==> config.mk <==
export PLATFORM = sky130hd
export DESIGN_NAME = axi4_lsu_master64
export DESIGN_NICKNAME = d
export VERILOG_FILES = /design/src/rtl/axi4_lsu_master64.sv
export SDC_FILE = /design/constraint.sdc
export NUM_CORES = 1
export LEC_CHECK = 0
export BUFFER_PORTS_ARGS = -buffer_cell sky130_fd_sc_hd__buf_2
export CAP_MARGIN = 40
export CORE_AREA = 2 2 166 168
export DETAILED_ROUTE_END_ITERATION = 16
export DIE_AREA = 0 0 168 170
export PLACE_DENSITY = 0.67
export SLEW_MARGIN = 20
export SYNTH_ARGS = -nofsm -noshare
export SYNTH_HDL_FRONTEND = slang
export SYNTH_SLANG_ARGS = --single-unit
==> constraint.sdc <==
create_clock -name clock -period 2.1 [get_ports clock]
set_input_delay 0.105 -clock clock [delete_from_list [all_inputs] [get_ports clock]]
set_output_delay 0.105 -clock clock [all_outputs]
set_load 0.02 [all_outputs]
==> src/rtl/axi4_lsu_master64.sv <==
// axi4_lsu_master64: single-outstanding load/store bridge onto a 64-bit AXI4 master port
module axi4_lsu_master64 #(
  parameter logic [3:0] AXI_ID = 4'd0,
  parameter int         ADDR_W = 32
) (
  input  logic              clock,
  input  logic              reset,
  input  logic              req_valid,
  output logic              req_ready,
  input  logic              req_wen,
  input  logic [ADDR_W-1:0] req_addr,
  input  logic [1:0]        req_size,
  input  logic [63:0]       req_wdata,
  output logic              resp_valid,
  output logic [63:0]       resp_rdata,
  output logic              resp_err,
  output logic              out_arvalid,
  input  logic              out_arready,
  output logic [3:0]        out_arid,
  output logic [ADDR_W-1:0] out_araddr,
  output logic [7:0]        out_arlen,
  output logic [2:0]        out_arsize,
  output logic [1:0]        out_arburst,
  output logic              out_rready,
  input  logic              out_rvalid,
  input  logic [3:0]        out_rid,
  input  logic [63:0]       out_rdata,
  input  logic [1:0]        out_rresp,
  input  logic              out_rlast,
  output logic              out_awvalid,
  input  logic              out_awready,
  output logic [3:0]        out_awid,
  output logic [ADDR_W-1:0] out_awaddr,
  output logic [7:0]        out_awlen,
  output logic [2:0]        out_awsize,
  output logic [1:0]        out_awburst,
  output logic              out_wvalid,
  input  logic              out_wready,
  output logic [63:0]       out_wdata,
  output logic [7:0]        out_wstrb,
  output logic              out_wlast,
  output logic              out_bready,
  input  logic              out_bvalid,
  input  logic [3:0]        out_bid,
  input  logic [1:0]        out_bresp
);
  typedef enum logic [2:0] {S_IDLE, S_AR, S_R, S_WR, S_B, S_RESP} state_t;
  state_t            state_q, state_d;
  logic [ADDR_W-1:0] addr_q, addr_d;
  logic [1:0]        size_q, size_d;
  logic              wen_q, wen_d;
  logic [63:0]       wdata_q, wdata_d;
  logic [63:0]       rdata_q, rdata_d;
  logic [1:0]        resp_q, resp_d;
  logic              mis_q, mis_d;
  logic              aw_done_q, aw_done_d;
  logic              w_done_q, w_done_d;
  logic [2:0]        low_mask;
  logic              mis;
  logic [2:0]        off;
  logic [63:0]       byte_mask;
  logic [7:0]        strb_base;
  logic              unused_in;
  assign unused_in = ^{out_rid, out_bid, out_rlast, wen_q};
  assign off = addr_q[2:0];
  assign low_mask = req_size == 2'd3 ? 3'b111 : req_size == 2'd2 ? 3'b011 : req_size == 2'd1 ? 3'b001 : 3'b000;
  assign mis = |(req_addr[2:0] & low_mask);
  assign byte_mask = size_q == 2'd3 ? 64'hFFFF_FFFF_FFFF_FFFF : size_q == 2'd2 ? 64'hFFFF_FFFF :
                     size_q == 2'd1 ? 64'hFFFF : 64'hFF;
  assign strb_base = size_q == 2'd3 ? 8'hFF : size_q == 2'd2 ? 8'h0F : size_q == 2'd1 ? 8'h03 : 8'h01;
  assign req_ready   = state_q == S_IDLE;
  assign resp_valid  = state_q == S_RESP;
  assign resp_err    = (state_q == S_RESP) & (mis_q | (|resp_q));
  assign resp_rdata  = rdata_q;
  assign out_arvalid = state_q == S_AR;
  assign out_arid    = AXI_ID;
  assign out_araddr  = addr_q;
  assign out_arlen   = 8'd0;
  assign out_arsize  = {1'b0, size_q};
  assign out_arburst = 2'b01;
  assign out_rready  = state_q == S_R;
  assign out_awvalid = (state_q == S_WR) & ~aw_done_q;
  assign out_awid    = AXI_ID;
  assign out_awaddr  = addr_q;
  assign out_awlen   = 8'd0;
  assign out_awsize  = {1'b0, size_q};
  assign out_awburst = 2'b01;
  assign out_wvalid  = (state_q == S_WR) & ~w_done_q;
  assign out_wdata   = wdata_q << {off, 3'b000};
  assign out_wstrb   = strb_base << off;
  assign out_wlast   = 1'b1;
  assign out_bready  = state_q == S_B;
  // next-state and transaction capture
  always_comb begin
    state_d   = state_q;
    addr_d    = addr_q;
    size_d    = size_q;
    wen_d     = wen_q;
    wdata_d   = wdata_q;
    rdata_d   = rdata_q;
    resp_d    = resp_q;
    mis_d     = mis_q;
    aw_done_d = aw_done_q;
    w_done_d  = w_done_q;
    case (state_q)
      S_IDLE: if (req_valid) begin
        addr_d    = req_addr;
        size_d    = req_size;
        wen_d     = req_wen;
        wdata_d   = req_wdata;
        rdata_d   = '0;
        resp_d    = 2'b00;
        mis_d     = mis;
        aw_done_d = 1'b0;
        w_done_d  = 1'b0;
        state_d   = mis ? S_RESP : req_wen ? S_WR : S_AR;
      end
      S_AR: state_d = out_arready ? S_R : S_AR;
      S_R: if (out_rvalid) begin
        rdata_d = (out_rdata >> {off, 3'b000}) & byte_mask;
        resp_d  = out_rresp;
        state_d = S_RESP;
      end
      S_WR: begin
        aw_done_d = aw_done_q | out_awready;
        w_done_d  = w_done_q | out_wready;
        state_d   = (aw_done_d & w_done_d) ? S_B : S_WR;
      end
      S_B: if (out_bvalid) begin
        resp_d  = out_bresp;
        state_d = S_RESP;
      end
      default: state_d = S_IDLE;
    endcase
  end
  // state and transaction registers
  always_ff @(posedge clock) begin
    if (reset) begin
      state_q   <= S_IDLE;
      addr_q    <= '0;
      size_q    <= '0;
      wen_q     <= 1'b0;
      wdata_q   <= '0;
      rdata_q   <= '0;
      resp_q    <= '0;
      mis_q     <= 1'b0;
      aw_done_q <= 1'b0;
      w_done_q  <= 1'b0;
    end else begin
      state_q   <= state_d;
      addr_q    <= addr_d;
      size_q    <= size_d;
      wen_q     <= wen_d;
      wdata_q   <= wdata_d;
      rdata_q   <= rdata_d;
      resp_q    <= resp_d;
      mis_q     <= mis_d;
      aw_done_q <= aw_done_d;
      w_done_q  <= w_done_d;
    end
  end
endmodule

==> flow_summary.ini <==
[yosys]
yosysSeqAreaShare_pct = 33.28
synthMostInstantiatedCell = nand2_1
synthCells = 1236
synth_edf_count = 0
syn_area_mm2 = 0.01022
yosys.area.top_type = dfxtp_1
async_reset_ff_share_pct = 0
netlist_top_cells_area = dfxtp_1, mux2i_1, nand2_1
synthFlopType = dfxtp_1
yosys-top-cells-count = nand2_1, dfxtp_1, a21oi_1, mux2i_1, nor2_1
syn_avg_cell_area_um2 = 8.272
synth.distinct_cells = 57
yosysWarnings = 0
yosysTopAreaCellShare_pct = 33.28
synth-seq-cells = 170

[die]
rows = 60
die_area_mm2 = 0.02856
fp.dieW_um = 168
core_area_mm2 = 0.02665
die_height_um = 170
initial_core_util_pct = 38.37
io_pins = 427

[placement]
dpl_cell_area_mm2 = 0.01232
dp_hpwl_um = 29580
gp_congestion = 0.9673
preCtsSetupSlack_ps = 140.3
port_buffers = 386

[grt]
met3_usage_pct = 6.233
first_global_vias = 10410
antenna_found_initial = 1
overflow = 0
grtUsageMet2_pct = 51.13
grt_max_degree = 107
grt_usage_pct = 27.21
grtUsageMet1_pct = 29.69
gr-max-usage-layer = met2
grt_pass1_wl_um = 59800

[pwr]
internal-power_mw = 7.016
total_power_mw = 11.56
ir_drop_v = 0.0004689
clkPwrFrac_pct = 28.4
p_sw_share_pct = 39.31
p_switching_mw = 4.544
leakagePower_nw = 6.213
powerDensity_mw_per_mm2 = 804.7
combPwrFrac_pct = 38.9
seqPwrFrac_pct = 32.6

[critical_path]
critical_path_class = flop to output port
cpPeakStageDelay_ps = 400
cp.arrival_ps = 1930
cp_num_buf_inv = 3
crit_slowest_cell = dfxtp_4
cp-start-kind = flop
path_max_fanout = 11
cp.required_ps = 2000
path_cells = buf_12 > buf_16 > mux2_2 > a21oi_2 > mux2i_1 > buf_2
cpLargestDelayFamily = multiplexers
cp-end-kind = output port

[sta]
drv_slew = 0
clock.fmax_mhz = 491.9
maxSlewHeadroom_pct = 64.14
setup_slack_ps = 66.91
period_needed_ps = 2033
rsz0062_at_grt = true
setup_viol = 0
fin_setup_tns_ps = 0
skew_ps = 10.63
worst_slew_pin_slew_ps = 537.9
fin_crit_sh_pct = 96.81
finalHoldViolations = 0

[finish]
final_net_count = 1869
final_cell_area_mm2 = 0.01437
drive_above_1_share_pct = 35.24
fin_util_pct = 53.91
syn2layout_area_growth_pct = 40.50

[detailed_routing]
drc = 0
first_pass_iters = 5
drt_iter0_drc = 801
drt-total-wl_um = 41520
vias = 10890
via_per_inst = 5.342
wire_per_inst_um = 20.36
antenna_left = 0

[outcome]
outcome = completed

[clock_network]
h-tree-depth = 4
clock-sinks = 170
cts_tree = done
cts_root_buf = clkbuf_16
clkTransAtPathRegs_ps = 70
clock_latency_ps = 420
cts_buffers = 17
clock_path_buffers = 2

[job]
cap_viol_max_count = 0

[min_path]
hp-class = input pin to flop
[layer usage]
metal,wire [µm],part of all wire (%),vias up
met1,15810,38,5163
met3,2917,7.0,84
met4,1513,3.6,0
met2,21280,51,500
li1,-,-,5145
met5,0,0,-
[cell type report]
cell class,instances,area [µm²]
sequential,170,3415
timing repair buffer,573,3936
clock inverter,13,151.4
clock buffer,18,439.2
inverter,4,15.01
multi-input combinational,919,5981
fill,2510,12280
tap,341,426.7
antenna,1,2.502
[stage by stage]
step                      hold WS, ps  std cells
after global placement          345.4       1885
after floorplan                 241.0       1265
after detailed placement        351.5       1885
after global routing           0.4841       2038
final                           17.37       2039
after CTS                       2.709       2029
[registers in the layout, summed over array words and instances, names as in the netlist]
register	count
mis_q	1
resp_q	2
size_q	2
resp_rdata	64
wdata_q	64
state_q	3
aw_done_q	1
w_done_q	1
out_araddr	32
[timing repair]
item	4_1_cts	5_1_grt
gates resized for setup	9	49
gates cloned	0	4
hold buffers	104	0
endpoints found under the setup margin	57	30
pin swaps	0	1
hold endpoints to repair	104	0
setup buffers	9	6
[power by group through the flow]
stage	Clock, mW	Combinational [mW]	Sequential (mW)
after floorplan	0	2.72	3.81
after global placement	0	4.00	3.87
after detailed placement	0	4.03	3.88
after CTS	3.35	4.31	3.76
after global routing	3.47	4.82	3.80
final	3.29	4.50	3.77
[placed cells by master (no fill, tap or decap), types with 3 or more instances in the layout]
cell	count
a21oi_2	9
o211ai_1	7
a22o_1	8
o2bb2ai_1	16
a211oi_1	5
a221o_1	8
clkbuf_16	21
mux4_2	24
inv_8	4
buf_4	63
buf_12	16
mux2i_1	111
buf_2	380
a21oi_1	134
inv_6	6
dfxtp_1	167
and4_1	8
o21ai_0	34
conb_1	31
o21ai_2	5
inv_1	4
a22oi_1	29
mux2_2	33
mux2i_4	4
nand2_1	253
dlygate4sd3_1	104
o22ai_1	15
dfxtp_4	3
nor2_1	93
nor2b_1	15
a32oi_1	3
buf_6	4
nor3b_1	3
o21ai_1	17
nand2b_1	6
and2_1	9
[logic make-up (layout without fill, tap and decap cells)]
logic type,Yosys count,in the layout,synth area share (%)
AO/OA/AOI/OAI,306,306,18.17
buffers and inverters,176,608,10.67
flip-flops,170,170,33.28
multiplexers,174,174,20.37
other,2,32,0.07345
AND/OR/NAND/NOR,408,408,17.43
[worst register-to-register path, delay by kind of cell, from the launching register on]
kind / cells / cell delay, ps
simple gates: 1 / 260
flops: 1 / 400
buf+inv: 3 / 420
compound gates: 1 / 280
mux: 2 / 460
[path summary, 6_finish.rpt]
kind | cells after the start | to | slack, ps | start
max | 6 | out_wdata[59] | 70 | out_araddr[1]
min | 3 | wdata_q[61] | 20 | req_wdata[61]
max reg2reg | 7 | resp_rdata[2] | 160 | out_araddr[1]
min reg2reg | 2 | resp_rdata[24] | 450 | resp_rdata[24]
No activity file was read; power rests on OpenSTA's default activity.
